File: src/rtl/meter_cmd_sequencer_if.sv
// Command bus between the meter sequencer and the count datapath.
// Carries the LOAD/DEC handshake plus the count read-back.
interface meter_cmd_sequencer_if;
    logic        CMD_VALID;
    logic [1:0]  CMD_OP;
    logic [13:0] CMD_DATA;
    logic        CMD_READY;
    logic [13:0] COUNT;

    modport master (
        output CMD_VALID, CMD_OP, CMD_DATA,
        input  CMD_READY, COUNT
    );

    modport slave (
        input  CMD_VALID, CMD_OP, CMD_DATA,
        output CMD_READY, COUNT
    );
endinterface

File: src/rtl/meter_cmd_sequencer.sv
// Parking-meter front end: debounce, 1 Hz tick, request arbitration,
// LOAD/DEC command issue, meter state and expiry display flashing.
module meter_cmd_sequencer #(
    parameter int unsigned CLK_HZ          = 50000000,
    parameter int unsigned DEBOUNCE_CYCLES = 1000000,
    parameter int unsigned FLASH_HALF      = 25000000,
    parameter int unsigned MAX_COUNT       = 9999
) (
    input  logic                         CLK,
    input  logic                         RESET,
    input  logic [3:0]                   BTN,
    input  logic [1:0]                   SWT,
    meter_cmd_sequencer_if.master        bus,
    output logic [1:0]                   STATE,
    output logic                         DISP_EN
);
    localparam int DB_W = $clog2(DEBOUNCE_CYCLES + 1);
    localparam int PS_W = $clog2(CLK_HZ + 1);
    localparam int FL_W = $clog2(FLASH_HALF + 1);

    localparam logic [1:0] OP_IDLE = 2'b00;
    localparam logic [1:0] OP_LOAD = 2'b01;
    localparam logic [1:0] OP_DEC  = 2'b10;

    typedef enum logic [1:0] {
        S_IDLE = 2'b00,
        S_RUN  = 2'b01,
        S_EXP  = 2'b10
    } state_e;

    // Request bits: [3:0] buttons, [5:4] switches, [6] tick
    logic [5:0]            raw;
    logic [5:0]            lvl_q, lvl_d, rise;
    logic [5:0][DB_W-1:0]  db_q, db_d;
    logic [PS_W-1:0]       ps_q, ps_d;
    logic                  wrap;
    logic [6:0]            pend_q, pend_d, grant;
    logic                  valid_q, valid_d;
    logic [1:0]            op_q, op_d, op_n;
    logic [13:0]           data_q, data_d, data_n;
    logic [13:0]           amt;
    logic [14:0]           sum;
    logic                  is_btn, issue, xfer;
    state_e                state_q, state_d;
    logic [FL_W-1:0]       fl_q, fl_d;
    logic                  disp_q, disp_d;

    assign raw = {SWT, BTN};

    // Debounce: level flips after DEBOUNCE_CYCLES straight disagreements
    always_comb begin
        db_d  = '0;
        lvl_d = lvl_q;
        for (int i = 0; i < 6; i++) begin
            if (raw[i] != lvl_q[i]) begin
                if (db_q[i] == DB_W'(DEBOUNCE_CYCLES - 1)) begin
                    lvl_d[i] = raw[i];
                end else begin
                    db_d[i] = db_q[i] + DB_W'(1);
                end
            end
        end
        rise = lvl_d & ~lvl_q;
    end

    // Arbitrate pending requests into one command when the bus is free
    always_comb begin
        grant  = '0;
        amt    = '0;
        is_btn = 1'b0;
        issue  = 1'b0;
        op_n   = OP_IDLE;
        data_n = '0;
        if (!valid_q) begin
            priority case (1'b1)
                pend_q[3]: begin grant[3] = 1'b1; amt = 14'd500; is_btn = 1'b1; end
                pend_q[2]: begin grant[2] = 1'b1; amt = 14'd200; is_btn = 1'b1; end
                pend_q[1]: begin grant[1] = 1'b1; amt = 14'd150; is_btn = 1'b1; end
                pend_q[0]: begin grant[0] = 1'b1; amt = 14'd50;  is_btn = 1'b1; end
                pend_q[5]: begin
                    grant[5] = 1'b1;
                    issue    = 1'b1;
                    op_n     = OP_LOAD;
                    data_n   = 14'd205;
                end
                pend_q[4]: begin
                    grant[4] = 1'b1;
                    issue    = 1'b1;
                    op_n     = OP_LOAD;
                    data_n   = 14'd10;
                end
                pend_q[6]: begin
                    grant[6] = 1'b1;
                    if (bus.COUNT != '0) begin
                        issue = 1'b1;
                        op_n  = OP_DEC;
                    end
                end
                default: ;
            endcase
        end
        sum = {1'b0, bus.COUNT} + {1'b0, amt};
        if (is_btn) begin
            issue  = 1'b1;
            op_n   = OP_LOAD;
            data_n = (sum >= 15'(MAX_COUNT)) ? 14'(MAX_COUNT) : sum[13:0];
        end
    end

    // Prescaler, pending bits and command holding registers
    always_comb begin
        xfer    = valid_q & bus.CMD_READY;
        wrap    = (ps_q == PS_W'(CLK_HZ - 1));
        ps_d    = wrap ? '0 : ps_q + PS_W'(1);
        pend_d  = (pend_q & ~grant)
                | {wrap && (bus.COUNT != '0), rise};
        valid_d = valid_q;
        op_d    = op_q;
        data_d  = data_q;
        if (xfer) begin
            valid_d = 1'b0;
            op_d    = OP_IDLE;
            data_d  = '0;
        end else if (issue) begin
            valid_d = 1'b1;
            op_d    = op_n;
            data_d  = data_n;
        end
    end

    // Front-end state registers
    always_ff @(posedge CLK) begin
        if (RESET) begin
            lvl_q   <= '0;
            db_q    <= '0;
            ps_q    <= '0;
            pend_q  <= '0;
            valid_q <= 1'b0;
            op_q    <= OP_IDLE;
            data_q  <= '0;
        end else begin
            lvl_q   <= lvl_d;
            db_q    <= db_d;
            ps_q    <= ps_d;
            pend_q  <= pend_d;
            valid_q <= valid_d;
            op_q    <= op_d;
            data_q  <= data_d;
        end
    end

    // Meter state register with flash timer
    always_ff @(posedge CLK) begin
        if (RESET) begin
            state_q <= S_IDLE;
            fl_q    <= '0;
            disp_q  <= 1'b1;
        end else begin
            state_q <= state_d;
            fl_q    <= fl_d;
            disp_q  <= disp_d;
        end
    end

    // Next meter state, advanced only by accepted commands
    always_comb begin
        state_d = state_q;
        if (xfer) begin
            unique case (state_q)
                S_IDLE, S_EXP: begin
                    if (op_q == OP_LOAD && data_q != '0) state_d = S_RUN;
                end
                S_RUN: begin
                    if (op_q == OP_DEC && bus.COUNT == 14'd1) state_d = S_EXP;
                end
                default: state_d = S_IDLE;
            endcase
        end
    end

    // Display flashes only while staying in EXPIRED
    always_comb begin
        fl_d   = '0;
        disp_d = 1'b1;
        if (state_q == S_EXP && state_d == S_EXP) begin
            disp_d = disp_q;
            if (fl_q == FL_W'(FLASH_HALF - 1)) begin
                disp_d = ~disp_q;
            end else begin
                fl_d = fl_q + FL_W'(1);
            end
        end
    end

    // Drive outputs from registered state
    always_comb begin
        STATE         = state_q;
        DISP_EN       = disp_q;
        bus.CMD_VALID = valid_q;
        bus.CMD_OP    = op_q;
        bus.CMD_DATA  = data_q;
    end
endmodule

File: src/flat_wrapper.sv
// flat-port wrapper written by rule: the top's interface ports become plain ports
module meter_cmd_sequencer_flat 
#(
    parameter int unsigned CLK_HZ          = 50000000,
    parameter int unsigned DEBOUNCE_CYCLES = 1000000,
    parameter int unsigned FLASH_HALF      = 25000000,
    parameter int unsigned MAX_COUNT       = 9999
)
  (CLK, RESET, BTN, SWT, STATE, DISP_EN, bus_CMD_VALID, bus_CMD_OP, bus_CMD_DATA, bus_CMD_READY, bus_COUNT);
  meter_cmd_sequencer_if bus_i ();
  input  logic CLK;
  input  logic RESET;
  input  logic [3:0] BTN;
  input  logic [1:0] SWT;
  output logic [1:0] STATE;
  output logic DISP_EN;
  output wire logic [$bits(bus_i.CMD_VALID)-1:0] bus_CMD_VALID;
  output wire logic [$bits(bus_i.CMD_OP)-1:0] bus_CMD_OP;
  output wire logic [$bits(bus_i.CMD_DATA)-1:0] bus_CMD_DATA;
  input wire logic [$bits(bus_i.CMD_READY)-1:0] bus_CMD_READY;
  input wire logic [$bits(bus_i.COUNT)-1:0] bus_COUNT;
  assign bus_CMD_VALID = bus_i.CMD_VALID;
  assign bus_CMD_OP = bus_i.CMD_OP;
  assign bus_CMD_DATA = bus_i.CMD_DATA;
  assign bus_i.CMD_READY = bus_CMD_READY;
  assign bus_i.COUNT = bus_COUNT;
  meter_cmd_sequencer #(.CLK_HZ(CLK_HZ), .DEBOUNCE_CYCLES(DEBOUNCE_CYCLES), .FLASH_HALF(FLASH_HALF), .MAX_COUNT(MAX_COUNT)) u_core (.CLK(CLK), .RESET(RESET), .BTN(BTN), .SWT(SWT), .bus(bus_i), .STATE(STATE), .DISP_EN(DISP_EN));
endmodule
File: config.mk
export PLATFORM = sky130hd
export DESIGN_NAME = meter_cmd_sequencer_flat
export DESIGN_NICKNAME = d
export VERILOG_FILES = /design/src/rtl/meter_cmd_sequencer_if.sv /design/src/rtl/meter_cmd_sequencer.sv /design/src/flat_wrapper.sv
export SDC_FILE = /design/constraint.sdc
export NUM_CORES = 1
export LEC_CHECK = 0
export BUFFER_PORTS_ARGS = -buffer_cell sky130_fd_sc_hd__buf_2
export CORE_UTILIZATION = 45
export DETAILED_ROUTE_END_ITERATION = 6
export GPL_ROUTABILITY_DRIVEN = 0
export PLACE_DENSITY_LB_ADDON = 0.3
export SYNTH_ARGS = -nofsm -noshare
export SYNTH_HDL_FRONTEND = slang
export SYNTH_SLANG_ARGS = --single-unit
export TNS_END_PERCENT = 30
File: constraint.sdc
create_clock -name CLK -period 7.55 [get_ports CLK]
set_input_delay 1.51 -clock CLK [delete_from_list [all_inputs] [get_ports CLK]]
set_output_delay 1.51 -clock CLK [all_outputs]
set_load 0.01 [all_outputs]
==> metrics.txt <==
cell internal pwr=1809 uW; status=finished, final reports clean; post-synthesis cell type count=60; first-pass GRT wire length=32.42 mm; Worst Tran Pin Value=just under 0.8 ns; Detail Route Antenna Nets=0; largest net degree at the start of global routing=31; WL/cell=13.35 um; CP Capture Type=flop; worst stage delay on the critical path=0.82 ns; Reg power frac=roughly 47%; DRC Markers=0; Seq/Total Area, Yosys=43.52%; MaxCap Viol Count=0; period utilisation layout=51.79%; Max FO, Critical Path=25; Mapped Area=9384 um2; Clock power frac=around 50%; Max stage delay cell, worst path=dfxtp_1; min-delay worst type=reg -> reg; hold path cells=1; FF-to-FF Start=u_core.bus.CMD_VALID; initial antenna violation count=0; Hold Buf Count CTS=0; Syn Nets=1151; flop2flop setup slack=3.64 ns; Final nets=1185; number of buffers created by CTS=23; P_sw=around 480 uW; TritonCTS clock tree=yes; Combinational Power Share=2.5%; GRT overflow=0; Min Clock Period, post-route=about 3.9 ns; CTS clk-pin slew, worst paths=0.06 ns; IO Pins=43; chip height=146.4 um; DR iter-0 viols=approximately 400; antenna cells=0; num rows=52; Die W=146.4 um; CTS sink count=204; IO Port Bufs=42; hold_sp=u_core.fl_q[0]; kind of start point of the critical path=flop; worst setup path category=reg -> reg; RSZ-0062 raised after global routing=false; post-CTS setup buffer count=0; final core utilization=51.99%; switching fraction of total power=21.04%; die area=21430 um2; Synth Area per Inst=around 8.4 um2; CTS H-tree lvls=1; pre-CTS WS=3.317 ns; GRT Util Overall=18.00%; share of flip-flops with an asynchronous set or reset=0%; number of synthesized flops with an enable pin=0; Hold Violations, Final=0; DRT Pass-1 Iters=5; Hold Path End=u_core.fl_q[0]; pwr dens=216.3 nW/um2; Final Skew=0.02107 ns; Arr. time, crit path=around 4.3 ns; Clock Path Buffers=3; Core Region=20360 um2; Skew-Pair Late Insertion Delay=~0.52 ns; slew margin rel.=48.54%; RR Endpoint=u_core.bus.CMD_DATA[1]; Cell Chain, Critical Path=inv_1, o21ai_0, o21ai_0, ha_1, o21ai_0, a21o_1, a211oi_4, inv_2, o31a_1, and4b_4, a2111oi_0, nor2_1; CP dominant cell by count=o21ai_0; Max Freq=255.7 MHz; Leak=0.003831 uW; Area Growth Syn to Fin=12.83%; Synth Register Bits=204; Crit path max-delay family=compound AO/OA/AOI/OAI gates; critical path required time=about 7.9 ns; vias=7437; Root Driver=clkbuf_16; Vias per Instance=5.201; most common flop cell mapped by yosys=dfxtp_1; setup ws final=3.640 ns; Setup TNS=0 ns; vias in the first global route=6851; Setup Viol. Count Final=0; Starting Density=roughly 46%; Max IR drop VDD=~0.00013 V; Max Slew Vio Count=0; Yosys warning count=0; final WL=19.09 mm; reg2reg path depth=12; dpl hpwl=13.43 mm; WP buf/inv=2; Cells after Synth=around 1100; CTS resizes=0; layout cell share with drive strength beyond 1=8.017%
[per-stage QoR]
stage	cells	hold slack, ns	area (um2)	total power (uW)
2_1_floorplan	1111	0.4258	9384	1146
5_1_grt	1430	0.4694	10590	2374
3_3_place_gp	1390	0.4402	9801	1165
6_report	1430	0.4591	10590	2290
3_5_place_dp	1390	0.4492	9801	1166
4_1_cts	1430	0.4636	10590	2322
[power groups by stage]
stage / combinational [uW] / sequential [uW] / clock, uW
after floorplan: 38.1 / 1110 / 0
after global placement: 56.8 / 1110 / 0
after detailed placement: 57.4 / 1110 / 0
after CTS: 57.6 / 1080 / 1180
after global routing: 63.9 / 1080 / 1230
final: 57.2 / 1080 / 1150
[cell usage in the layout, fill, tap and decap left out, types with 9 or more instances in the layout]
cell type / Yosys / layout
or3_1: 16 / 16
ha_1: 16 / 16
and2_1: 9 / 9
nor2_1: 231 / 231
o21ai_0: 25 / 25
nor3_1: 18 / 18
xor2_1: 93 / 93
inv_1: 24 / 24
nand4_1: 32 / 32
nand2_1: 77 / 77
nor4_1: 16 / 16
nor4b_1: 9 / 9
a21oi_1: 29 / 29
clkbuf_16: 0 / 23
dfxtp_1: 204 / 204
and3_1: 40 / 40
buf_2: 4 / 42
nand3_1: 81 / 81
xnor2_1: 66 / 66
[worst reg2reg max path, cell delays in order (launching register included)]
cell       delay (ns)
dfxtp_1          0.82
inv_1            0.24
o21ai_0          0.25
o21ai_0          0.18
ha_1             0.50
o21ai_0          0.15
a21o_1           0.22
a211oi_4         0.30
inv_2            0.07
o31a_1           0.34
and4b_4          0.22
a2111oi_0        0.39
nor2_1           0.10
[kinds of logic (layout without fill, tap and decap cells)]
family                     after synthesis  after routing  share of synthesized area (%)
muxes                                    7              7                         0.7600
DFF                                    204            204                          43.52
adders and majority gates               17             17                          2.347
xor gates and xnor gates               159            159                          14.84
and+or+nand+nor                        563            563                          28.72
buffers and inverters                   58            107                          2.400
AOI/OAI and AO/OA                      103            103                          7.414
[synth_stat cells, drive strengths merged, types with 9 or more instances]
cell type	count	share of area, %
a21oi	31	1.7
and2	10	0.69
and3	40	2.7
clkbuf	27	1.1
dfxtp	204	44
ha	16	2.1
inv	25	1.0
nand2	77	3.1
nand3	81	4.3
nand4	32	2.1
nor2	231	9.2
nor3	18	0.96
nor4	16	1.1
nor4b	9	0.84
o21ai	27	1.4
or3	16	1.1
xnor2	66	6.2
xor2	93	8.7
[worst max-delay path by stage]
| stage | endpoint | slack, ns | cells after the start | start |
|---|---|---|---|---|
| CTS | u_core.bus.CMD_DATA[1] | 3.65 | 12 | u_core.bus.CMD_VALID |
| finish | u_core.bus.CMD_DATA[1] | 3.64 | 12 | u_core.bus.CMD_VALID |
| detailed placement | u_core.bus.CMD_DATA[1] | 3.32 | 12 | bus_COUNT[1] |
| global route | u_core.bus.CMD_DATA[1] | 3.21 | 11 | u_core.bus.CMD_VALID |
| global placement | u_core.bus.CMD_DATA[1] | 3.38 | 12 | bus_COUNT[1] |
| floorplan | u_core.bus.CMD_DATA[7] | 3.69 | 11 | bus_COUNT[1] |
[flip-flops by register name, indices dropped and copies added (netlist names)]
| name | count |
|---|---|
| u_core.lvl_q | 6 |
| u_core.bus.CMD_DATA | 14 |
| u_core.STATE | 2 |
| u_core.db_q | 120 |
| u_core.bus.CMD_OP | 2 |
| u_core.fl_q | 25 |
| u_core.DISP_EN | 1 |
| u_core.ps_q | 26 |
| u_core.bus.CMD_VALID | 1 |
| u_core.pend_q | 7 |
[routing by layer]
metal  part of all wire, %  track usage (%)  up-vias
met1                    50            24.90     3443
met2                    45            29.00      102
met4                   1.8            4.323        0
met3                   3.9            3.250       26
met5                     0                0        -
li1                      -                -     3866
[area by class of cell]
class / instances / area, um2
Tap cell: 270 / 337.8
Multi-Input combinational cell: 849 / 5075
Timing Repair Buffer: 42 / 210.2
Clock buffer: 30 / 651.9
Fill cell: 1942 / 9777
Inverter: 25 / 93.84
Clock inverter: 10 / 135.1
Sequential cell: 204 / 4084
No activity file was read; power rests on OpenSTA's default activity.
